[config.mk]
export PLATFORM = sky130hd
export DESIGN_NAME = collision_sequencer
export DESIGN_NICKNAME = d
export VERILOG_FILES = /design/src/rtl/collision_sequencer.sv
export SDC_FILE = /design/constraint.sdc
export NUM_CORES = 1
export LEC_CHECK = 0
export CORE_MARGIN = 1
export CORE_UTILIZATION = 55
export CTS_CLUSTER_SIZE = 20
export DETAILED_ROUTE_END_ITERATION = 12
export GPL_TIMING_DRIVEN = 0
export PLACE_DENSITY = 0.8
export SYNTH_ARGS = -nofsm -noshare
export SYNTH_HDL_FRONTEND = slang
export SYNTH_SLANG_ARGS = --single-unit
export TNS_END_PERCENT = 10
[constraint.sdc]
create_clock -name clock -period 13.82 [get_ports clock]
set_input_delay 1.382 -clock clock [delete_from_list [all_inputs] [get_ports clock]]
set_output_delay 1.382 -clock clock [all_outputs]
set_load 0.02 [all_outputs]
[src/rtl/collision_sequencer.sv]
// Collision sequencer: one shared map-probe / box-compare engine serving the player and
// N_ENEMIES enemies. done arrives a fixed 5*N_ENEMIES+5 cycles after the start edge.
module collision_sequencer #(
    parameter int unsigned N_ENEMIES    = 3,
    parameter int unsigned SPRITE_W     = 16,
    parameter int unsigned SPRITE_H     = 16,
    parameter int unsigned ATTACK_REACH = 8,
    parameter int unsigned MAP_W        = 320,
    parameter int unsigned MAP_H        = 240
) (
    input  logic                     clock,
    input  logic                     reset,
    input  logic                     init,
    input  logic                     collision_enable,
    input  logic [8:0]               char_x,
    input  logic [7:0]               char_y,
    input  logic [2:0]               direction_char,
    input  logic [2:0]               facing_char,
    input  logic                     attack,
    input  logic [9*N_ENEMIES-1:0]   enemy_x,
    input  logic [8*N_ENEMIES-1:0]   enemy_y,
    input  logic [3*N_ENEMIES-1:0]   direction_enemy,
    input  logic [N_ENEMIES-1:0]     enemy_alive,
    output logic [12:0]              map_addr,
    input  logic                     map_data,
    output logic                     c_map_collision,
    output logic [N_ENEMIES-1:0]     e_map_collision,
    output logic [N_ENEMIES-1:0]     c_e_collision,
    output logic [N_ENEMIES-1:0]     e_hit,
    output logic                     busy,
    output logic                     done
);

    localparam int unsigned IW = (N_ENEMIES > 1) ? $clog2(N_ENEMIES) : 1;
    localparam logic signed [12:0] SW  = 13'(SPRITE_W);
    localparam logic signed [12:0] SH  = 13'(SPRITE_H);
    localparam logic signed [12:0] RCH = 13'(ATTACK_REACH);
    localparam logic signed [12:0] MW  = 13'(MAP_W);
    localparam logic signed [12:0] MH  = 13'(MAP_H);

    typedef enum logic [2:0] {StIdle, StCharMap, StEnemyMap, StEnemyBox, StDone} state_t;

    state_t                 state_q;
    logic [1:0]             step_q;
    logic [IW-1:0]          idx_q;
    logic [8:0]             cx_q;
    logic [7:0]             cy_q;
    logic [2:0]             cdir_q, cface_q;
    logic                   attack_q;
    logic [9*N_ENEMIES-1:0] ex_q;
    logic [8*N_ENEMIES-1:0] ey_q;
    logic [3*N_ENEMIES-1:0] edir_q;
    logic [N_ENEMIES-1:0]   alive_q;
    logic                   cmap_s_q;
    logic [N_ENEMIES-1:0]   emap_s_q, ce_s_q, hit_s_q;

    function automatic logic dir_ok(input logic [2:0] d);
        return (d >= 3'd1) && (d <= 3'd4);
    endfunction

    logic [8:0]         sel_x;
    logic [7:0]         sel_y;
    logic [2:0]         sel_dir;
    logic signed [12:0] px, py, cxs, cys, exs, eys, dx, dy, sx0, sx1, sy0, sy1;
    logic               oob, blk, ce_now, hit_now;

    always_comb begin
        if (state_q == StCharMap) begin
            sel_x   = cx_q;
            sel_y   = cy_q;
            sel_dir = cdir_q;
        end else begin
            sel_x   = ex_q[9*idx_q +: 9];
            sel_y   = ey_q[8*idx_q +: 8];
            sel_dir = edir_q[3*idx_q +: 3];
        end
    end

    // step_q[1] selects the second leading-edge corner
    always_comb begin
        px = $signed({4'b0, sel_x});
        py = $signed({5'b0, sel_y});
        case (sel_dir)
            3'd1: begin py = py - 13'sd1; if (step_q[1]) px = px + SW - 13'sd1; end
            3'd2: begin py = py + SH;     if (step_q[1]) px = px + SW - 13'sd1; end
            3'd3: begin px = px - 13'sd1; if (step_q[1]) py = py + SH - 13'sd1; end
            3'd4: begin px = px + SW;     if (step_q[1]) py = py + SH - 13'sd1; end
            default: ;
        endcase
        oob = (px < 0) || (px >= MW) || (py < 0) || (py >= MH);
        blk = oob || map_data;
    end

    assign map_addr = ((state_q == StCharMap || state_q == StEnemyMap) && !oob)
                      ? {py[7:2], px[8:2]} : 13'd0;

    always_comb begin
        cxs = $signed({4'b0, cx_q});
        cys = $signed({5'b0, cy_q});
        exs = $signed({4'b0, sel_x});
        eys = $signed({5'b0, sel_y});
        dx  = cxs - exs;
        dy  = cys - eys;
        if (dx < 0) dx = -dx;
        if (dy < 0) dy = -dy;
        ce_now = (dx < SW) && (dy < SH);
        sx0 = cxs;
        sx1 = cxs + SW;
        sy0 = cys;
        sy1 = cys + SH;
        case (cface_q)
            3'd1: begin sy0 = cys - RCH; sy1 = cys;            end
            3'd2: begin sy0 = cys + SH;  sy1 = cys + SH + RCH; end
            3'd3: begin sx0 = cxs - RCH; sx1 = cxs;            end
            3'd4: begin sx0 = cxs + SW;  sx1 = cxs + SW + RCH; end
            default: ;
        endcase
        hit_now = attack_q && dir_ok(cface_q) && (sx0 < exs + SW) && (exs < sx1)
                  && (sy0 < eys + SH) && (eys < sy1);
    end

    always_ff @(posedge clock) begin
        if (reset || init) begin
            state_q         <= StIdle;
            step_q          <= 2'd0;
            idx_q           <= '0;
            cx_q            <= '0;
            cy_q            <= '0;
            cdir_q          <= '0;
            cface_q         <= '0;
            attack_q        <= 1'b0;
            ex_q            <= '0;
            ey_q            <= '0;
            edir_q          <= '0;
            alive_q         <= '0;
            cmap_s_q        <= 1'b0;
            emap_s_q        <= '0;
            ce_s_q          <= '0;
            hit_s_q         <= '0;
            c_map_collision <= 1'b0;
            e_map_collision <= '0;
            c_e_collision   <= '0;
            e_hit           <= '0;
            busy            <= 1'b0;
            done            <= 1'b0;
        end else begin
            done <= 1'b0;
            case (state_q)
                StIdle: begin
                    if (collision_enable) begin
                        cx_q     <= char_x;
                        cy_q     <= char_y;
                        cdir_q   <= direction_char;
                        cface_q  <= facing_char;
                        attack_q <= attack;
                        ex_q     <= enemy_x;
                        ey_q     <= enemy_y;
                        edir_q   <= direction_enemy;
                        alive_q  <= enemy_alive;
                        cmap_s_q <= 1'b0;
                        emap_s_q <= '0;
                        ce_s_q   <= '0;
                        hit_s_q  <= '0;
                        step_q   <= 2'd0;
                        idx_q    <= '0;
                        busy     <= 1'b1;
                        state_q  <= StCharMap;
                    end
                end
                StCharMap: begin
                    if (step_q[0] && dir_ok(cdir_q) && blk) cmap_s_q <= 1'b1;
                    step_q <= step_q + 2'd1;
                    if (step_q == 2'd3) state_q <= StEnemyMap;
                end
                StEnemyMap: begin
                    if (step_q[0] && alive_q[idx_q] && dir_ok(sel_dir) && blk)
                        emap_s_q[idx_q] <= 1'b1;
                    step_q <= step_q + 2'd1;
                    if (step_q == 2'd3) state_q <= StEnemyBox;
                end
                StEnemyBox: begin
                    ce_s_q[idx_q]  <= alive_q[idx_q] && ce_now;
                    hit_s_q[idx_q] <= alive_q[idx_q] && hit_now;
                    if (idx_q == IW'(N_ENEMIES - 1)) begin
                        state_q <= StDone;
                    end else begin
                        idx_q   <= idx_q + IW'(1);
                        state_q <= StEnemyMap;
                    end
                end
                StDone: begin
                    c_map_collision <= cmap_s_q;
                    e_map_collision <= emap_s_q;
                    c_e_collision   <= ce_s_q;
                    e_hit           <= hit_s_q;
                    done            <= 1'b1;
                    busy            <= 1'b0;
                    state_q         <= StIdle;
                end
                default: state_q <= StIdle;
            endcase
        end
    end

endmodule

Word-level counts from Yosys, hierarchy flattened
Cells that the tools add are included.
{ "word_totals": {"register_bits": 116, "inputBits": 92, "output_inout_bits": 25, "elab_cells": 168} }
{ "classes": {"add_sub_neg": 18, "multipliers": 2, "magnitude_cmp": 20, "n_eq_ne": 20, "shift": 3, "n_mux": 40, "bitwise": 1, "n_reduce_logical": 42} }
{ "op_table": {"columns": ["cell", "n"], "rows": [
  ["13-bit case mux with 3 select lines", 2],
  ["13-bit 2-to-1 mux", 5],
  ["13-bit case mux with 2 select lines", 2],
  ["27-bit by 7-bit variable part select with 9-bit output", 1],
  ["13-bit by 1-bit < comparator with 1-bit output, second input constant", 2],
  ["13-bit by 6-bit < comparator with 1-bit output, second input constant", 2],
  ["13-bit by 2-bit subtractor with 13-bit output, second input constant", 2],
  ["24-bit by 6-bit variable part select with 8-bit output", 1],
  ["11-bit case mux with 2 select lines", 1],
  ["3-bit 2-to-1 mux", 7],
  ["9-bit by 5-bit adder with 10-bit output, second input constant", 2],
  ["10-bit case mux with 2 select lines", 1],
  ["8-bit by 5-bit adder with 9-bit output, second input constant", 2],
  ["3-bit by 2-bit equality test with 1-bit output, second input constant", 6],
  ["1-bit logical AND", 18],
  ["3-bit case mux with 2 select lines", 3],
  ["13-bit by 10-bit >= comparator with 1-bit output, second input constant", 1],
  ["13-bit by 9-bit >= comparator with 1-bit output, second input constant", 1],
  ["10-bit by 13-bit < comparator with 1-bit output", 1],
  ["13-bit by 10-bit < comparator with 1-bit output", 1],
  ["13-bit by 11-bit < comparator with 1-bit output", 1],
  ["9-bit by 13-bit < comparator with 1-bit output", 1],
  ["10-bit negator with 13-bit output", 1],
  ["9-bit negator with 13-bit output", 1],
  ["41 further kinds", 81]
]} }

Logic depth before layout (Yosys ltp)
{ "depth": {"depth_word": 15, "depth_mapped": 21, "depth_no_buf": 18} }

Worst setup path after synthesis
OpenSTA, ideal clock, no wires.
{ "synth_path": {"kind": "register -> output", "from": "reg state_q[1]", "to": "out map_addr[0]", "t_arrival_ps": 3990, "required_ps": 12438, "slack_ps": 8448, "path_stages_with_launch": 19, "n_path_buf": 4, "cell_sequence": "dfxtp_1 buf_2 or3b_1 buf_2 buf_6 o211ai_1 o21ai_1 inv_1 ha_1 inv_1 a31o_2 a2111oi_0 mux2i_1 mux2i_1 or3_1 or4_1 nand3_2 buf_6 nor2_1"} }
{ "synth_between": {"elab_chain_cells": 13, "elab_cells_between_ends": 32, "classes_between": "6 x add/sub; 4 x order compare; 6 x eq/ne; 8 x mux; 8 x reduce/logical"} }
{ "synth_lines": {"columns": ["element", "line_no", "text"], "rows": [
  ["from (decl)", "43", "state_t state_q;"],
  ["from (signal assigned)", "124", "state_q <= StIdle;"],
  ["from (signal assigned)", "167", "state_q <= StCharMap;"],
  ["from (signal assigned)", "173", "if (step_q == 2'd3) state_q <= StEnemyMap;"],
  ["3-bit by 1-bit equality test with 1-bit output", "68, 94", null],
  ["9-bit 2-to-1 mux", "68", "if (state_q == StCharMap) begin"],
  ["9-bit by 5-bit adder with 10-bit output", "84, 85, 87", null],
  ["13-bit by 2-bit subtractor with 13-bit output", "84, 85", null],
  ["13-bit 2-to-1 mux", "84, 85", null],
  ["13-bit case mux with 3 select lines", "83", "case (sel_dir)"],
  ["13-bit by 1-bit < comparator with 1-bit output or 13-bit by 10-bit >= comparator with 1-bit output (tied branches)", "90", "oob = (px < 0) || (px >= MW) || (py < 0) || (py >= MH);"],
  ["1-bit logical OR (3 in series)", "90", null],
  ["1-bit zero test", "94", "assign map_addr = ((state_q == StCharMap || state_q == StEnemyMap) && !oob)"],
  ["1-bit logical AND", "94", null],
  ["13-bit 2-to-1 mux *", "95", "? {py[7:2], px[8:2]} : 13'd0;"],
  ["to (decl)", "24", "output logic [12:0] map_addr,"]
]} }
Mark *: on every way between the ends. The rest lies on a longest branch, timed or not.

Worst setup path in the final report
{ "layout_path": {"from": "reg state_q[0]", "to": "out map_addr[0]"} }
The elaborated chain is that of the path after synthesis.

==> impl_results.md <==
* Actual transition at the worst max-transition pin at 0.901 ns
* Top-area cell type share of the netlist area at 0.268
* Launching element type of the critical path: flip-flop
* Overflow after GRT at 0
* Largest stage delay, worst path at 0.66 ns
* Floorplan die height at 128 um
* Core area at 0.0153 mm^2
* Via count at 9028
* Floorplan row count at 45
* Critical path required time at 12.44 ns
* Crit. End Element: output port
* Cell types with the largest area share after synthesis: sky130_fd_sc_hd__dfxtp_1 27%, sky130_fd_sc_hd__nand2_1 11%, sky130_fd_sc_hd__ha_1 10%, sky130_fd_sc_hd__a21oi_1 8.3%, sky130_fd_sc_hd__xnor2_1 3.5%
* Share of flip-flops with an asynchronous set or reset after synthesis at 0
* Setup TNS at 0 ns
* Top cell family by delay on the critical path: buffers and inverters
* Number of design-rule violations left by the first detailed-router iteration at 1039
* Average wire length per cell after detail routing at 17.4 um
* Clk_skew at 0.00621 ns
* Highest clock rate at 132 MHz
* Power per cell area at 95.7 mW/mm^2
* Signal arrival time at the worst endpoint at 6.19 ns
* Synth unique cells at 81
* Area growth from synthesis to final layout at 23.5%
* Port buffer count at 116
* CTS H-Tree Depth at 4
* Max stage delay cell, worst path: sky130_fd_sc_hd__o21ai_0
* Final hold violation count at 0
* Global-route wire length before repair at 42.4 mm
* Via count of the first global-routing pass at 8364
* Commonest non-fill, non-tap cell in the layout: sky130_fd_sc_hd__nand2_1
* Time the final worst path needs with I/O delays and setup at 7.57 ns
* Cell type with the highest aggregate area in the netlist: sky130_fd_sc_hd__dfxtp_1
* Pre-Repair DR Iteration Count at 6
* Max-slew violation total from the final report at 0
* Clock input transition at the sequential cells of the worst setup and hold paths at 0.05 ns
* Prevailing post-synth register cell: sky130_fd_sc_hd__dfxtp_1
* Skew-Pair Late Insertion Delay at 0.42 ns
* CTS tree: built
* Deepest clock path buffer count at 2
* Most common cell on crit path: sky130_fd_sc_hd__buf_2
* Post-synth EDFFs at 0
* Remaining antenna violation count after routing at 0
* Worst ir drop on vdd at 0.0000876 V
* Drc violations at 0
* Leak at 4.02 nW
* All-layer global routing usage at 0.332
* Post-cts repair resize count at 0
* Initial Util at 0.567
* Mapped cell area at 0.00868 mm^2
* Number of buffers inserted to repair setup after CTS at 0
* Worst hold-check path type: reg2reg
* WP buf/inv at 6
* Maximum capacitance violations at 0
* Initial antenna violation count at 0
* Largest net degree at the start of global routing at 17
* Final estimated routing congestion in global placement at 0.967
* HPWL reported at the end of detailed placement at 20.3 mm
* Power consumption at 1.03 mW
* Die Wd at 128 um
* Number of storage elements in the synthesis netlist at 116
* Area of the die at 0.0163 mm^2
* Synthesis Warnings at 0
* CTS sink cnt at 116
* Post-Route WL at 26.5 mm
* Critical Path, Cell by Cell: buf_2 -> nor3b_2 -> buf_2 -> buf_2 -> clkbuf_1 -> a21o_1 -> ha_1 -> o211ai_1 -> o21ai_0 -> o21ai_0 -> nand3_1 -> o211a_1 -> xnor2_1 -> or4_1 -> nand3_2 -> buf_6 -> nor2_1 -> clkdlybuf4s50_1
* Count of mapped cells out of synthesis at 1170
* Layout cells sized above 1 at 0.0675
* I/O pin count at 117
* Crit Path Category: reg2out
* Minimum hold slack at 0.453 ns
* Post-detailed-route via-to-cell ratio at 5.90
* Post-synthesis net count at 1335
* Most frequent cells in the layout: 256 x sky130_fd_sc_hd__nand2_1, 144 x sky130_fd_sc_hd__a21oi_1, 116 x sky130_fd_sc_hd__dfxtp_1, 116 x sky130_fd_sc_hd__clkdlybuf4s50_1, 71 x sky130_fd_sc_hd__ha_1
* Status: finished, final reports clean
* N_diodes at 0
* Number of buffers created by CTS at 17
* Fraction of the cycle the final worst path needs at 0.548
* Net count of the finished layout at 1470
* Share of synthesized area occupied by flip-flops and latches at 0.268
* Relative slew slack at 0.398
* Average cell area after synthesis at 7.42 um^2
* CP Max Fanout at 10
* Final setup violating endpoints at 0
* Cell chosen for the clock root: sky130_fd_sc_hd__clkbuf_16
* RSZ-0062 raised after global routing: false
* Number of buffers inserted for hold repair after clock tree synthesis at 0
registers in the layout, summed over array words and instances, names as in the netlist, 8 cells and up:
name and count:
ex_q 27, ey_q 24, cx_q 9, edir_q 9, cy_q 8
tightest hold or removal path: stages, from the launching register on:
cell and delay, ns:
sky130_fd_sc_hd__dfxtp_1 0.31, sky130_fd_sc_hd__nand2_1 0.05, sky130_fd_sc_hd__a21oi_1 0.05
layer usage:
metal	up-vias	part of all wire	wire, um	global-route usage
li1	4378	-	-	-
met1	4141	0.43	11400	0.439
met2	448	0.46	12200	0.549
met3	61	0.081	2150	0.0473
met4	0	0.027	712	0.122
met5	-	0	0	0
per-stage QoR:
step	area, um^2	cells	util	worst slack, ns
after floorplan	8680	1170	-	8.45
after global placement	10100	1497	0.660	6.99
after detailed placement	10100	1497	0.660	6.89
after CTS	10700	1529	0.700	6.45
after global routing	10700	1529	0.700	6.10
final	10700	1529	0.700	6.25
final cells by class:
cell class,instances,area (um^2)
Buffer,72,322
Sequential cell,116,2320
Tap cell,211,264
Timing Repair Buffer,116,1160
Clock buffer,17,425
Fill cell,1293,4600
Multi-Input combinational cell,931,5850
Clock inverter,15,179
Inverter,51,191
cell usage after synthesis (11+ instances only):
library cell / instances
sky130_fd_sc_hd__a21oi_1: 144
sky130_fd_sc_hd__a221o_1: 12
sky130_fd_sc_hd__buf_2: 11
sky130_fd_sc_hd__clkbuf_1: 52
sky130_fd_sc_hd__dfxtp_1: 116
sky130_fd_sc_hd__ha_1: 71
sky130_fd_sc_hd__inv_1: 48
sky130_fd_sc_hd__mux2i_1: 18
sky130_fd_sc_hd__nand2_1: 256
sky130_fd_sc_hd__nand3_1: 31
sky130_fd_sc_hd__nand4_1: 11
sky130_fd_sc_hd__nor2_1: 67
sky130_fd_sc_hd__nor3_1: 13
sky130_fd_sc_hd__o21a_1: 17
sky130_fd_sc_hd__o21ai_0: 57
sky130_fd_sc_hd__xnor2_1: 35
worst paths after layout:
kind,slack [ns],end,cells after the start,startpoint
worst max-delay path,6.25,map_addr[0],18,state_q[0]
worst min-delay path,0.45,ey_q[11],2,ey_q[11]
worst max register to register,8.43,emap_s_q[1],16,state_q[0]
worst min register to register,0.45,ey_q[11],2,ey_q[11]
kinds of logic (layout without fill, tap and decap cells):
logic type                 after synthesis  after routing  synth area share
and+or+nand+nor                        451            451             0.233
AOI/OAI and AO/OA                      331            331             0.248
buffers and inverters                  123            271            0.0591
DFF                                    116            116             0.268
adders and majority gates               73             73             0.107
xor gates and xnor gates                45             45            0.0454
muxes                                   31             31            0.0392
where the power goes:
part	internal (mW)	total [mW]	switching (mW)
logic	0.0958	0.225	0.129
registers	0.343	0.350	0.00684
clock network	0.285	0.450	0.166
Note: power is estimated with default switching activity, not from simulation.
